`config.mk`:
```
export PLATFORM = sky130hd
export DESIGN_NAME = traffic_phase_sequencer_flat
export DESIGN_NICKNAME = d
export VERILOG_FILES = /design/src/rtl/traffic_phase_sequencer_pkg.sv /design/src/rtl/traffic_phase_sequencer_if.sv /design/src/rtl/traffic_phase_sequencer_tick_prescaler.sv /design/src/rtl/traffic_phase_sequencer.sv /design/src/flat_wrapper.sv
export SDC_FILE = /design/constraint.sdc
export NUM_CORES = 1
export LEC_CHECK = 0
export ABC_AREA = 1
export BUFFER_PORTS_ARGS = -buffer_cell sky130_fd_sc_hd__buf_4
export CAP_MARGIN = 20
export CORE_ASPECT_RATIO = 0.8
export CORE_MARGIN = 8
export CORE_UTILIZATION = 60
export CTS_BUF_LIST = sky130_fd_sc_hd__clkbuf_16
export CTS_CLUSTER_DIAMETER = 80
export DETAILED_ROUTE_END_ITERATION = 16
export PLACE_DENSITY = 0.84
export SETUP_SLACK_MARGIN = 0.3
export SLEW_MARGIN = 25
export SYNTH_ARGS = -nofsm -noshare
export SYNTH_HDL_FRONTEND = slang
export SYNTH_SLANG_ARGS = --single-unit
```
`constraint.sdc`:
```
create_clock -name clk -period 4.21 [get_ports clk]
set_input_delay 0 -clock clk [delete_from_list [all_inputs] [get_ports clk]]
set_output_delay 0 -clock clk [all_outputs]
set_load 0.01 [all_outputs]
```
`src/rtl/traffic_phase_sequencer_pkg.sv`:
```
`timescale 1ns/1ps
// -----------------------------------------------------------------------------
// traffic_pkg
// Shared definitions for the traffic phase sequencer:
//   - phase_e      : phase_state encodings (GREEN / YELLOW / ALL_RED)
//   - MIN_DUR      : shortest duration a timed phase may run (seconds)
//   - lsb_index()  : lowest-set-bit priority encoder for emergency requests
// -----------------------------------------------------------------------------
package traffic_pkg;

    typedef enum logic [1:0] {
        PH_GREEN  = 2'd0,
        PH_YELLOW = 2'd1,
        PH_ALLRED = 2'd2
    } phase_e;

    localparam int MIN_DUR = 1;

    // Lowest-index set bit of an up-to-8-bit request vector; 0 when empty.
    // Scanning downward lets the lowest set bit overwrite any higher one.
    function automatic logic [2:0] lsb_index(input logic [7:0] v);
        logic [2:0] idx;
        idx = '0;
        for (int k = 7; k >= 0; k--) begin
            if (v[k]) idx = 3'(k);
        end
        return idx;
    endfunction

endpackage

```
`src/rtl/traffic_phase_sequencer_if.sv`:
```
`timescale 1ns/1ps
// -----------------------------------------------------------------------------
// traffic_phase_sequencer_if
// Bundles the configuration inputs, control inputs and the lamp / status
// outputs of the sequencer.
//   master : the sequencer (reads config/control, drives lamps/status)
//   slave  : the environment (drives config/control, reads lamps/status)
// Signals:
//   green_duration, yellow_duration, red_holding : phase lengths, seconds
//   mode_auto, manual_advance, emerg_req          : control
//   lamp_red/yellow/green                         : per-approach lamps
//   active_direction, countdown_sec, phase_state  : status for renderers
//   manual_yellow_transition, tick_1hz            : single-cycle pulses
// -----------------------------------------------------------------------------
interface traffic_phase_sequencer_if #(
    parameter int N_DIR = 4,
    parameter int DUR_W = 8
);
    localparam int DIR_W = $clog2(N_DIR);

    logic [DUR_W-1:0] green_duration;
    logic [DUR_W-1:0] yellow_duration;
    logic [DUR_W-1:0] red_holding;
    logic             mode_auto;
    logic             manual_advance;
    logic [N_DIR-1:0] emerg_req;

    logic [N_DIR-1:0] lamp_red;
    logic [N_DIR-1:0] lamp_yellow;
    logic [N_DIR-1:0] lamp_green;
    logic [DIR_W-1:0] active_direction;
    logic [DUR_W-1:0] countdown_sec;
    logic [1:0]       phase_state;
    logic             manual_yellow_transition;
    logic             tick_1hz;

    modport master (
        input  green_duration, yellow_duration, red_holding,
               mode_auto, manual_advance, emerg_req,
        output lamp_red, lamp_yellow, lamp_green, active_direction,
               countdown_sec, phase_state, manual_yellow_transition, tick_1hz
    );

    modport slave (
        output green_duration, yellow_duration, red_holding,
               mode_auto, manual_advance, emerg_req,
        input  lamp_red, lamp_yellow, lamp_green, active_direction,
               countdown_sec, phase_state, manual_yellow_transition, tick_1hz
    );

endinterface

```
`src/rtl/traffic_phase_sequencer_tick_prescaler.sv`:
```
`timescale 1ns/1ps
// -----------------------------------------------------------------------------
// tick_prescaler
// Divides clk down to a one-cycle tick every TICK_DIV cycles.
// Ports:
//   clk   : system clock
//   reset : asynchronous active-low reset
//   clear : restart the count at 0 on the next edge (phase entry)
//   tick  : high while the count equals TICK_DIV-1
// -----------------------------------------------------------------------------
module tick_prescaler #(
    parameter int TICK_DIV = 100_000_000
) (
    input  logic clk,
    input  logic reset,
    input  logic clear,
    output logic tick
);
    localparam int             CNT_W = (TICK_DIV > 1) ? $clog2(TICK_DIV) : 1;
    localparam logic [CNT_W-1:0] LAST = CNT_W'(TICK_DIV - 1);

    logic [CNT_W-1:0] cnt_q, cnt_d;

    always_comb begin
        cnt_d = cnt_q + CNT_W'(1);
        if (clear || cnt_q == LAST) cnt_d = '0;
    end

    always_ff @(posedge clk or negedge reset) begin
        if (!reset) cnt_q <= '0;
        else        cnt_q <= cnt_d;
    end

    assign tick = (cnt_q == LAST);

endmodule

```
`src/rtl/traffic_phase_sequencer.sv`:
```
`timescale 1ns/1ps
// -----------------------------------------------------------------------------
// traffic_phase_sequencer
// Round-robin GREEN -> YELLOW -> ALL_RED sequencer for N_DIR approaches with
// manual green hold and per-approach emergency pre-emption.
// Ports:
//   clk   : system clock
//   reset : asynchronous active-low reset
//   bus   : traffic_phase_sequencer_if.master (config, control, lamps, status)
// -----------------------------------------------------------------------------
module traffic_phase_sequencer
    import traffic_pkg::*;
#(
    parameter int N_DIR    = 4,
    parameter int DUR_W    = 8,
    parameter int TICK_DIV = 100_000_000
) (
    input  logic                       clk,
    input  logic                       reset,
    traffic_phase_sequencer_if.master  bus
);
    localparam int DIR_W = $clog2(N_DIR);

    phase_e           state_q, state_d;
    logic [DIR_W-1:0] dir_q, dir_d;
    logic [DIR_W-1:0] next_dir_q, next_dir_d;
    logic [DUR_W-1:0] cnt_q, cnt_d;
    logic             myt_q, myt_d;
    logic             presc_clear;
    logic             tick;

    logic             req_any;
    logic [2:0]       tgt_full;
    logic [DIR_W-1:0] tgt;
    logic [DIR_W-1:0] dir_inc;

    logic [N_DIR-1:0] red_v, yel_v, grn_v;

    tick_prescaler #(.TICK_DIV(TICK_DIV)) u_presc (
        .clk   (clk),
        .reset (reset),
        .clear (presc_clear),
        .tick  (tick)
    );

    // Timed phases never load zero; a zero setting runs for one second.
    function automatic logic [DUR_W-1:0] timed_dur(input logic [DUR_W-1:0] d);
        return (d == '0) ? DUR_W'(MIN_DUR) : d;
    endfunction

    assign req_any  = |bus.emerg_req;
    assign tgt_full = lsb_index(8'(bus.emerg_req));
    assign tgt      = tgt_full[DIR_W-1:0];
    assign dir_inc  = (dir_q == DIR_W'(N_DIR - 1)) ? '0 : dir_q + DIR_W'(1);

    always_comb begin
        state_d     = state_q;
        dir_d       = dir_q;
        next_dir_d  = next_dir_q;
        cnt_d       = cnt_q;
        myt_d       = 1'b0;
        presc_clear = 1'b0;

        case (state_q)
            PH_GREEN: begin
                if (req_any && tgt != dir_q) begin
                    // Another approach needs the junction: end green now.
                    state_d     = PH_YELLOW;
                    cnt_d       = timed_dur(bus.yellow_duration);
                    presc_clear = 1'b1;
                end else if (req_any) begin
                    // Our own approach is the target: hold, countdown frozen.
                end else if (cnt_q == '0) begin
                    // A zero countdown in GREEN marks a manually held green.
                    if (bus.mode_auto) begin
                        cnt_d       = timed_dur(bus.green_duration);
                        presc_clear = 1'b1;
                    end else if (bus.manual_advance) begin
                        state_d     = PH_YELLOW;
                        cnt_d       = timed_dur(bus.yellow_duration);
                        myt_d       = 1'b1;
                        presc_clear = 1'b1;
                    end
                end else if (tick) begin
                    if (cnt_q <= DUR_W'(1)) begin
                        state_d     = PH_YELLOW;
                        cnt_d       = timed_dur(bus.yellow_duration);
                        presc_clear = 1'b1;
                    end else begin
                        cnt_d = cnt_q - DUR_W'(1);
                    end
                end
            end

            PH_YELLOW: begin
                if (tick) begin
                    if (cnt_q <= DUR_W'(1)) begin
                        state_d     = PH_ALLRED;
                        cnt_d       = timed_dur(bus.red_holding);
                        next_dir_d  = req_any ? tgt : dir_inc;
                        presc_clear = 1'b1;
                    end else begin
                        cnt_d = cnt_q - DUR_W'(1);
                    end
                end
            end

            default: begin  // PH_ALLRED
                if (tick) begin
                    if (cnt_q <= DUR_W'(1)) begin
                        // A request raised during clearance still steers.
                        state_d     = PH_GREEN;
                        dir_d       = req_any ? tgt : next_dir_q;
                        next_dir_d  = req_any ? tgt : next_dir_q;
                        cnt_d       = bus.mode_auto ? timed_dur(bus.green_duration) : '0;
                        presc_clear = 1'b1;
                    end else begin
                        cnt_d = cnt_q - DUR_W'(1);
                    end
                end
            end
        endcase
    end

    always_ff @(posedge clk or negedge reset) begin
        if (!reset) begin
            state_q    <= PH_ALLRED;
            dir_q      <= '0;
            next_dir_q <= '0;
            cnt_q      <= DUR_W'(1);
            myt_q      <= 1'b0;
        end else begin
            state_q    <= state_d;
            dir_q      <= dir_d;
            next_dir_q <= next_dir_d;
            cnt_q      <= cnt_d;
            myt_q      <= myt_d;
        end
    end

    // Lamps decode straight from the registered phase so reset reaches them
    // without waiting for a clock edge.
    always_comb begin
        red_v = '1;
        yel_v = '0;
        grn_v = '0;
        if (state_q == PH_GREEN) begin
            grn_v[dir_q] = 1'b1;
            red_v[dir_q] = 1'b0;
        end else if (state_q == PH_YELLOW) begin
            yel_v[dir_q] = 1'b1;
            red_v[dir_q] = 1'b0;
        end
    end

    assign bus.lamp_red                 = red_v;
    assign bus.lamp_yellow              = yel_v;
    assign bus.lamp_green               = grn_v;
    assign bus.active_direction         = dir_q;
    assign bus.countdown_sec            = cnt_q;
    assign bus.phase_state              = state_q;
    assign bus.manual_yellow_transition = myt_q;
    assign bus.tick_1hz                 = tick;

endmodule

```
`src/flat_wrapper.sv`:
```
// flat-port wrapper written by rule: the top's interface ports become plain ports
module traffic_phase_sequencer_flat import traffic_pkg::*;
#(
    parameter int N_DIR    = 4,
    parameter int DUR_W    = 8,
    parameter int TICK_DIV = 100_000_000
)
  (clk, reset, bus_green_duration, bus_yellow_duration, bus_red_holding, bus_mode_auto, bus_manual_advance, bus_emerg_req, bus_lamp_red, bus_lamp_yellow, bus_lamp_green, bus_active_direction, bus_countdown_sec, bus_phase_state, bus_manual_yellow_transition, bus_tick_1hz);
  traffic_phase_sequencer_if #(.N_DIR(N_DIR), .DUR_W(DUR_W)) bus_i ();
  input  logic clk;
  input  logic reset;
  input wire logic [$bits(bus_i.green_duration)-1:0] bus_green_duration;
  input wire logic [$bits(bus_i.yellow_duration)-1:0] bus_yellow_duration;
  input wire logic [$bits(bus_i.red_holding)-1:0] bus_red_holding;
  input wire logic [$bits(bus_i.mode_auto)-1:0] bus_mode_auto;
  input wire logic [$bits(bus_i.manual_advance)-1:0] bus_manual_advance;
  input wire logic [$bits(bus_i.emerg_req)-1:0] bus_emerg_req;
  output wire logic [$bits(bus_i.lamp_red)-1:0] bus_lamp_red;
  output wire logic [$bits(bus_i.lamp_yellow)-1:0] bus_lamp_yellow;
  output wire logic [$bits(bus_i.lamp_green)-1:0] bus_lamp_green;
  output wire logic [$bits(bus_i.active_direction)-1:0] bus_active_direction;
  output wire logic [$bits(bus_i.countdown_sec)-1:0] bus_countdown_sec;
  output wire logic [$bits(bus_i.phase_state)-1:0] bus_phase_state;
  output wire logic [$bits(bus_i.manual_yellow_transition)-1:0] bus_manual_yellow_transition;
  output wire logic [$bits(bus_i.tick_1hz)-1:0] bus_tick_1hz;
  assign bus_i.green_duration = bus_green_duration;
  assign bus_i.yellow_duration = bus_yellow_duration;
  assign bus_i.red_holding = bus_red_holding;
  assign bus_i.mode_auto = bus_mode_auto;
  assign bus_i.manual_advance = bus_manual_advance;
  assign bus_i.emerg_req = bus_emerg_req;
  assign bus_lamp_red = bus_i.lamp_red;
  assign bus_lamp_yellow = bus_i.lamp_yellow;
  assign bus_lamp_green = bus_i.lamp_green;
  assign bus_active_direction = bus_i.active_direction;
  assign bus_countdown_sec = bus_i.countdown_sec;
  assign bus_phase_state = bus_i.phase_state;
  assign bus_manual_yellow_transition = bus_i.manual_yellow_transition;
  assign bus_tick_1hz = bus_i.tick_1hz;
  traffic_phase_sequencer #(.N_DIR(N_DIR), .DUR_W(DUR_W), .TICK_DIV(TICK_DIV)) u_core (.clk(clk), .reset(reset), .bus(bus_i));
endmodule
```
==> Yosys cells after proc, flatten, opt, wreduce, memory -nomap -nowiden <==
Index checks and enable logic that the tools add are counted.
{ "op_classes": {"add_sub_neg": 3, "order_cmp": 3, "n_eq_ne": 10, "n_mux": 61, "n_bitwise": 3, "reduce_logical": 18} }
{ "op_table": {"columns": ["op", "n"], "rows": [
  ["8-bit 2-to-1 mux", 15],
  ["2-bit 2-to-1 mux", 22],
  ["8-bit logical NOT", 4],
  ["27-bit by 1-bit adder with 27-bit output (second input constant)", 1],
  ["27-bit == test (second input constant)", 1],
  ["27-bit 2-to-1 mux", 1],
  ["4-bit 2-to-1 mux", 5],
  ["8-bit case mux with 2 select lines", 1],
  ["1-bit 2-to-1 mux", 14],
  ["9-bit AND reduction", 1],
  ["8-bit by 1-bit less-or-equal comparator with 1-bit output (second input constant)", 1],
  ["4-bit by 3-bit inequality test with 1-bit output (second input constant)", 2],
  ["2-bit case mux with 2 select lines", 2],
  ["8-bit by 1-bit subtractor with 8-bit output (second input constant)", 1],
  ["3-bit AND reduction", 2],
  ["3-bit nonzero test", 2],
  ["5-bit by 4-bit inequality test with 1-bit output (second input constant)", 1],
  ["5-bit AND reduction", 1],
  ["4-bit inverter", 1],
  ["2-bit nonzero test", 2],
  ["4-bit OR reduction", 1],
  ["2-bit by 3-bit less-than comparator with 1-bit output (second input constant)", 1],
  ["3-bit inequality test (second input constant)", 1],
  ["2-bit by 1-bit adder with 2-bit output (second input constant)", 1],
  ["12 further kinds", 14]
]} }
{ "word_totals": {"regBits": 42, "out_inout_bits": 26} }

==> Logic depth before layout (Yosys ltp) <==
Gate-level depths: netlist of the first run.
{ "depth": {"ltp_word": 10, "ltp_mapped": 14, "mapped_depth_nobuf": 14} }

==> By module <==
From an unflattened synthesis of the first run, not the netlist that was laid out.
{ "hier_totals": {"cells_unflattened": 552, "hier_area_um2": 3485.8} }
{ "modules_own_cells": {"columns": ["mod", "instances", "cells_each", "area_per_inst_um2", "seq_area_each_um2"], "rows": [
  ["traffic_phase_sequencer", 1, 315, 1854.3, 377.9],
  ["tick_prescaler", 1, 237, 1631.6, 675.6]
]} }

==> Least setup slack after synthesis of the first run <==
OpenSTA, ideal clock, no wires.
{ "synth_path": {"path_type": "register -> register", "startpoint": "register u_core.cnt_q[0], in the netlist u_core.bus.countdown_sec[0]", "endpoint": "register u_core.cnt_q[1], in the netlist u_core.bus.countdown_sec[1]", "setup_ps": 117, "t_arrival_ps": 1780, "setup_slack_ps": 2313, "path_stages_with_launch": 14, "n_path_buf": 1, "path_cell_list": "dfstp_2 > inv_1 > ha_1 > o21ai_2 > nor2_4 > inv_2 > buf_2 > nand2_1 > nand2_1 > nand3_1 > nand4_1 > nand2_1 > nand2_1 > nand2_1"} }
{ "synth_via": {"elab_chain_len": 7, "word_cells_on_any_way": 16, "cone_classes": "add/sub (1); order compare (1); eq/ne (1); mux (10); reduce/logical (3)"} }
{ "synth_rtl": {"columns": ["item", "line_no", "rtl"], "rows": [
  ["start, declared", "traffic_phase_sequencer.sv:27", "logic [DUR_W-1:0] cnt_q, cnt_d;"],
  ["start signal, assigned", "traffic_phase_sequencer.sv:136", "cnt_q <= cnt_d;"],
  ["8-bit by 1-bit subtractor with 8-bit output / 8-bit by 1-bit less-or-equal comparator with 1-bit output (equally long branches)", null, null],
  ["8-bit 2-to-1 mux", "traffic_phase_sequencer.sv:85", "if (cnt_q <= DUR_W'(1)) begin"],
  ["8-bit 2-to-1 mux", "traffic_phase_sequencer.sv:84", "end else if (tick) begin"],
  ["8-bit 2-to-1 mux", "traffic_phase_sequencer.sv:73", "end else if (cnt_q == '0) begin"],
  ["8-bit 2-to-1 mux", "traffic_phase_sequencer.sv:71", "end else if (req_any) begin"],
  ["8-bit 2-to-1 mux", "traffic_phase_sequencer.sv:66", "if (req_any && tgt != dir_q) begin"],
  ["8-bit case mux with 2 select lines", "traffic_phase_sequencer.sv:64", "case (state_q)"]
]} }
Parallel ways exist; a longest one is shown, timed or not. The select of a mux whose other input is x is not followed.
A chain may end at the register's enable or synchronous reset.

==> Worst setup path after layout of the first run <==
{ "layout_path": {"startpoint": "register u_core.cnt_q[1], in the netlist u_core.bus.countdown_sec[1]", "endpoint": "register u_core.state_q[0], in the netlist u_core.bus.phase_state[0]"} }
{ "layout_via": {"elab_chain_len": 5, "word_cells_on_any_way": 13, "cone_classes": "order compare (1); eq/ne (3); mux (4); reduce/logical (5)"} }
{ "layout_rtl": {"columns": ["item", "line_no", "rtl"], "rows": [
  ["parallel branches: the longest is 5 deep, another holds 8-bit by 1-bit less-or-equal comparator with 1-bit output", null, null],
  ["end signal, assigned", "traffic_phase_sequencer.sv:133", "state_q <= state_d;"],
  ["end, declared", "traffic_phase_sequencer.sv:24", "phase_e state_q, state_d;"]
]} }
Parallel ways; which one is timed is not known. The select of a mux whose other input is x is not followed.

==> flow_summary.toml, run 1 <==
[run_status]
outcome = "completed"

[pwr]
total_power_mw = 1.99
pwr_density_cell_nw_per_um2 = 487
static_leakage_nw = 2.03
max-vdd-ir-drop_mv = 0.448

[synthesis]
synth_largest_area_cell = "dfrtp_1"
synth_area_sq_um = 3450
ys_async_sr_fraction_pct = 100
synth-edff-count = 0
syn-mean-instance-area_sq_um = 6.44
synth_top_area_share_pct = 29.0
synth.ff_latch_count = 42
post_synth_most_frequent_cells = "nand2_1, nor2_1, inv_1"
syn-instance-count = 536
synthDistinctLibCells = 35
synth_top_cells_by_area = "dfrtp_1, nand2_1, nand3_1, nor2_1, inv_1"
yosys_warnings = 0
yosysMostFrequentCell = "nand2_1"
syn-num-nets = 576
synth_sequential_area_ratio_pct = 30.5
synth-main-ff-cell = "dfrtp_1"

[routing]
vias = 3647
drt-wirelength-per-cell_microns = 14.2
detail_route.wirelength_microns = 9440
detail_route.iter0.violations = 262
detail_route.vias_per_cell = 5.47
drtAntennaViolNets = 0
route.detailed.drc = 0
drt_pre_antenna_iters = 6

[clock_tree]
post_cts_setup_buffers = 0
htree_depth = 2
clock_sink_count = 42
clk_path_buf_depth = 2
cts_resized = 0
clk_pin_slew_worst_paths_ns = 0.06
insertion_delay_ns = 0.28
clk_root_buffer_cell = "clkbuf_16"
cts_tree = "done"
cts_buffer_count = 5

[timing]
final.setup.worst_slack_ns = 1.94
final_critical_delay_including_setup_and_external_delays_ns = 2.27
setup_tns_ns = 0
post-route-period-util_pct = 53.9
worstMarginPinSlew_ns = 0.798
achievable-frequency_ghz = 0.440
finalMaxSlewViolations = 0
number_of_setup_violations_in_the_final_report = 0
clock-skew-final_ns = 0.00349
holdWs_ns = 0.0127
finalHoldViolCount = 0
slew_headroom_pct = 46.6
grt_setup_unrepaired = "no"

[global_route]
global_route.overflow_total = 0
grt_pass1_vias = 3425
number_of_antenna_violations_at_the_first_check_in_global_routing = 0
total_global_route_track_usage_pct = 22.7
grt_max_degree = 43
grt_first_pass_wirelength_microns = 15900

[finish]
num-nets-final = 628
fraction_of_final_layout_cells_sized_beyond_drive_strength_1_pct = 16.8
finish.utilization_pct = 74.3
area.growth.synth_to_final_pct = 18.4
nFillCells = 465
antenna_diode_count = 0

[die]
start_util_pct = 62.8
design.core.area_sq_um = 5500
placementRows = 24
dieHeight_microns = 83.8
num_io_pins = 58
die_area_sq_um = 8450
dieWidth_microns = 101

[critical_path]
critical_path.max_stage_delay_ns = 0.42
cp.required_ns = 4.39
worstSetupEndpointType = "register"
crit_arrival_ns = 2.45
critPathMaxFanout = 23
cp_slowest_cell = "dfrtp_1"
worst_setup_start_kind = "register"
crit_path_cells = "inv_1 > ha_1 > o21ai_2 > nor2_4 > inv_2 > nand3_1 > nand2_1 > nor2_1 > nand2_1 > nand2_1 > nand2_1"
worst_r2r_path_depth = 11
criticalPathCategory = "register to register"
crit_top_cell = "nand2_1"

[worst_hold_path]
min_delay_path_depth = 3
worstHoldPathType = "input pin to register"

[placement]
detailedPlace.worstSlack_ns = 1.99
dp.final_hpwl_microns = 7200
place.gp.congestion = 0.889
place.port_buffers = 57

[job]
max_cap_violations = 0
power by group:
| part | switching, mW | internal [mW] |
|---|---|---|
| clock network | 0.156 | 0.277 |
| registers | 0.100 | 0.473 |
| logic | 0.627 | 0.356 |
what timing repair did:
| item | in CTS | in global routing |
|---|---|---|
| hold buffers | 1 | 0 |
| endpoints found under the hold margin | 40 | 0 |
| setup endpoints to repair | 0 | 0 |
state kept, by name, summed over array words and instances, names as in the netlist:
| signal | flops |
|---|---|
| u_core.bus.manual_yellow_transition | 1 |
| u_core.bus.active_direction | 2 |
| u_core.bus.phase_state | 2 |
| u_core.u_presc.cnt_q | 27 |
| u_core.next_dir_q | 2 |
| u_core.bus.countdown_sec | 8 |
cells by family after synthesis:
group	count (synthesis)	synth area share, %
AO/OA/AOI/OAI	41	6.42
AND/OR/NAND/NOR	342	45.2
buffers and inverters	82	9.58
XOR/XNOR	21	5.33
flip-flops	42	30.5
adder cells (fa/ha/maj)	8	2.90
per-layer routing:
layer,vias to the layer above,wire (microns),global-route usage (%)
li1,1806,-,-
met1,1687,4250,31.1
met2,142,4440,36.1
met3,12,651,3.75
met4,0,99,5.34
met5,-,0,0
cells in the final DEF (no fill, tap or decap), types with 8 or more instances in the layout:
| master | n |
|---|---|
| nor2_1 | 73 |
| nand3_1 | 57 |
| xor2_1 | 15 |
| o21ai_0 | 21 |
| dfrtp_1 | 40 |
| nor3_1 | 11 |
| inv_1 | 66 |
| a21oi_1 | 12 |
| ha_1 | 8 |
| nand2_1 | 152 |
| buf_4 | 58 |
| nand2_2 | 8 |
| nand4_1 | 13 |
critical path, delay by kind of cell, from the launching register on:
family	cells	cell delay [ns]
AND/OR/NAND/NOR	7	0.99
flip-flops	1	0.42
buffers and inverters	2	0.37
adder cells (fa/ha/maj)	1	0.26
AO/OA/AOI/OAI	1	0.10
cell type report:
class | count | area [sq um] | share of cell area [%]
clock buffers | 5 | 125 | 3.06
repair buffers | 59 | 445 | 10.9
clock inverters | 3 | 41.3 | 1.01
well taps | 78 | 97.6 | 2.39
flip-flops and latches | 42 | 1050 | 25.8
multi-input cells | 412 | 2070 | 50.6
inverters | 68 | 256 | 6.28
worst paths after layout:
kind / start / endpoint / slack [ns]
max: u_core.bus.countdown_sec[1]$_DFFE_PN0P_ / u_core.bus.phase_state[0]$_DFFE_PN0P_ / 1.94
min: bus_manual_advance / u_core.bus.manual_yellow_transition$_DFF_PN0_ / 0.01
max reg2reg: u_core.bus.countdown_sec[1]$_DFFE_PN0P_ / u_core.bus.phase_state[0]$_DFFE_PN0P_ / 1.94
min reg2reg: u_core.next_dir_q[1]$_DFFE_PN0P_ / u_core.next_dir_q[1]$_DFFE_PN0P_ / 0.51
max in group asynchronous: reset / u_core.bus.countdown_sec[0]$_DFFE_PN1P_ / 3.59
min in group asynchronous: reset / u_core.u_presc.cnt_q[18]$_DFF_PN0_ / 0.26
through the flow:
stage | cell area (sq um) | instances
finish | 4090 | 667
global route | 4090 | 667
CTS | 4090 | 667
detailed placement | 3910 | 658
global placement | 3910 | 658
floorplan | 3450 | 536
No activity file was read; power rests on OpenSTA's default activity.
==> run 2, diff against run 1 <==
--- a/config.mk
+++ b/config.mk
@@ -5,16 +5,16 @@
 export SDC_FILE = /design/constraint.sdc
 export NUM_CORES = 1
 export LEC_CHECK = 0
-export ABC_AREA = 1
+export ABC_AREA = 0
 export BUFFER_PORTS_ARGS = -buffer_cell sky130_fd_sc_hd__buf_4
 export CAP_MARGIN = 20
 export CORE_ASPECT_RATIO = 0.8
 export CORE_MARGIN = 8
-export CORE_UTILIZATION = 60
+export CORE_UTILIZATION = 51
 export CTS_BUF_LIST = sky130_fd_sc_hd__clkbuf_16
 export CTS_CLUSTER_DIAMETER = 80
 export DETAILED_ROUTE_END_ITERATION = 16
-export PLACE_DENSITY = 0.84
+export PLACE_DENSITY = 0.77
 export SETUP_SLACK_MARGIN = 0.3
 export SLEW_MARGIN = 25
 export SYNTH_ARGS = -nofsm -noshare
==> constraint.sdc (replaced) <==
create_clock -name clk -period 1.9 [get_ports clk]
set_input_delay 0 -clock clk [delete_from_list [all_inputs] [get_ports clk]]
set_output_delay 0 -clock clk [all_outputs]
set_load 0.01 [all_outputs]
==> flow_summary.toml, run 2 <==
[finish]
finish.utilization_pct = 85.9
final_cell_area_sq_um = 5360
mostFrequentLayoutCell = "buf_4"
largest_register_ffs = 27
finish.cell_count_without_fillers = 647
antenna_diode_count = 0
num-nets-final = 602
area.growth.synth_to_final_pct = 65.9
registers.top_by_ff_count = "u_core.u_presc.cnt_q"
fraction_of_final_layout_cells_sized_beyond_drive_strength_1_pct = 50.6
final_cell_mix = "buf_4, dfrtp_1, nor2_1"

[clock_tree]
clk_pin_slew_worst_paths_ns = 0.06
insertion_delay_ns = 0.29
clk_path_buf_depth = 2
cts_buffer_count = 5
clk_root_buffer_cell = "clkbuf_16"
cts_tree = "done"
clock_sink_count = 42
htree_depth = 2

[global_route]
number_of_antenna_violations_at_the_first_check_in_global_routing = 0
global_route.overflow_total = 0
grt_max_degree = 43
grt_pass1_vias = 3970
grt_first_pass_wirelength_microns = 20900
total_global_route_track_usage_pct = 28.5

[placement]
place_inst = 621
dpl_cell_area_sq_um = 4630
dp.final_hpwl_microns = 8670
place.port_buffers = 57
place.gp.congestion = 0.965

[routing]
detail_route.wirelength_microns = 14600
route.detailed.drc = 0
drt-wirelength-per-cell_microns = 22.5
detail_route.vias_per_cell = 6.53
drtAntennaViolNets = 0
detail_route.iter0.violations = 492
vias = 4225
drt_pre_antenna_iters = 5

[critical_path]
critPathMaxFanout = 3
cp.required_ns = 2.07
timing.critical_path.from = "u_core.u_presc.cnt_q[10]$_DFF_PN0_"
regToRegStartpoint = "u_core.u_presc.cnt_q[10]$_DFF_PN0_"
r2r_slack_ns = -0.46
worstSetupEndpointType = "register"
crit_arrival_ns = 2.53
cp_slowest_cell = "or3_4"
crit_buf_inv = 1
worst_setup_start_kind = "register"
crit_path_cells = "nor4bb_2 > nand4_1 > or3_4 > and3_4 > buf_6 > a211oi_4 > mux2_4"
criticalPathCategory = "register to register"
critical_path.max_stage_delay_ns = 0.43
cpLargestDelayFamily = "simple AND/OR/NAND/NOR gates"

[timing]
clock-skew-final_ns = 0.0105
number_of_setup_violations_in_the_final_report = 42
worstMarginPinSlew_ns = 0.550
finalHoldViolCount = 0
achievable-frequency_ghz = 0.423
slew_headroom_pct = 63.4
final_critical_delay_including_setup_and_external_delays_ns = 2.36
final.setup.worst_slack_ns = -0.464
post-route-period-util_pct = 124
setup_tns_ns = -13.84
grt_setup_unrepaired = "yes"
finalMaxSlewViolations = 0
holdWs_ns = 0.0765

[die]
dieHeight_microns = 87.2
design.core.area_sq_um = 6250
placementRows = 26
dieWidth_microns = 105
die_area_sq_um = 9160
num_io_pins = 58
start_util_pct = 51.7

[pwr]
pwr_density_cell_nw_per_um2 = 1260
static_leakage_nw = 2.43
max-vdd-ir-drop_mv = 0.838

[synthesis]
synth_sequential_area_ratio_pct = 32.6
synth_largest_area_cell = "dfrtp_1"
synth_top_area_share_pct = 31.0
yosysMostFrequentCell = "nor2_1"
post_synth_most_frequent_cells = "nor2_1, dfrtp_1, nand3_1"
ys_async_sr_fraction_pct = 100
syn-num-nets = 428
synth.ff_latch_count = 42
syn-mean-instance-area_sq_um = 8.33
synthDistinctLibCells = 66
synth_area_sq_um = 3230
synth-edff-count = 0
synth_top_cells_by_area = "dfrtp_1, nor2_1, xor2_1, nand3_1, ha_1"
synth-main-ff-cell = "dfrtp_1"
syn-instance-count = 388
yosys_warnings = 0

[run_status]
failing_checks = "negative setup slack"
outcome = "finished, violations left"

[job]
max_cap_violations = 0

[worst_hold_path]
worstHoldPathType = "input pin to register"
worst_min_path_start = "bus_manual_advance"
-- run 2: layer usage --
metal | GRT usage (%) | share of wire (%)
met5 | 0 | 0
met4 | 9.56 | 4.5
met3 | 6.07 | 10
met2 | 49.5 | 48
met1 | 34.4 | 38
-- run 2: worst paths after layout --
check / cells past startpoint / end
worst min-delay path: 3 / u_core.bus.manual_yellow_transition$_DFF_PN0_
max in group asynchronous: 2 / u_core.bus.countdown_sec[1]$_DFFE_PN0P_
worst max register to register: 7 / u_core.bus.phase_state[0]$_DFFE_PN0P_
min in group asynchronous: 2 / u_core.u_presc.cnt_q[1]$_DFF_PN0_
worst max-delay path: 7 / u_core.bus.phase_state[0]$_DFFE_PN0P_
worst min register to register: 2 / u_core.next_dir_q[0]$_DFFE_PN0P_
-- run 2: layout make-up --
type,instances,area (sq um)
clock buffers,5,125
clock inverters,3,16.3
fillers,334,883
inverters,14,60.1
multi-input cells,312,2460
flip-flops and latches,42,1060
well taps,84,105
repair buffers,187,1540
-- run 2: report_power, final --
part           leakage (nW)  switching [mW]  internal (mW)
Combinational          1.81            2.37           2.30
Clock                0.0672           0.355          0.480
Sequential            0.548           0.196           1.06
Total                  2.43            2.93           3.84
-- run 2: timing repair --
action                                  4_1_cts  5_1_grt
setup buffers                                 8        7
pin swaps                                    30       26
endpoints found under the hold margin        40        0
endpoints found under the setup margin       52       50
gates resized for setup                      72       33
hold buffers                                  1        0
gates cloned                                  2        0
-- run 2: worst reg2reg max path, cell delays in order, from the launching register on --
cell	delay (ns)
dfrtp_1	0.41
nor4bb_2	0.36
nand4_1	0.20
or3_4	0.43
and3_4	0.18
buf_6	0.12
a211oi_4	0.21
mux2_4	0.33
-- run 2: stage by stage --
stage,setup WS (ns),total power [mW]
final,-0.464,6.77
after global placement,-0.397,4.63
after detailed placement,-0.453,4.70
after global routing,-0.533,7.02
after floorplan,-0.442,3.12
after CTS,-0.334,6.19
-- run 2: cells by family after synthesis --
family	Yosys count	share of synthesized area (%)
AO/OA/AOI/OAI	83	17.5
XOR/XNOR	28	7.59
adder cells (fa/ha/maj)	8	3.10
buffers and inverters	34	4.41
flip-flops	42	32.6
multiplexers	9	3.56
AND/OR/NAND/NOR	184	31.2
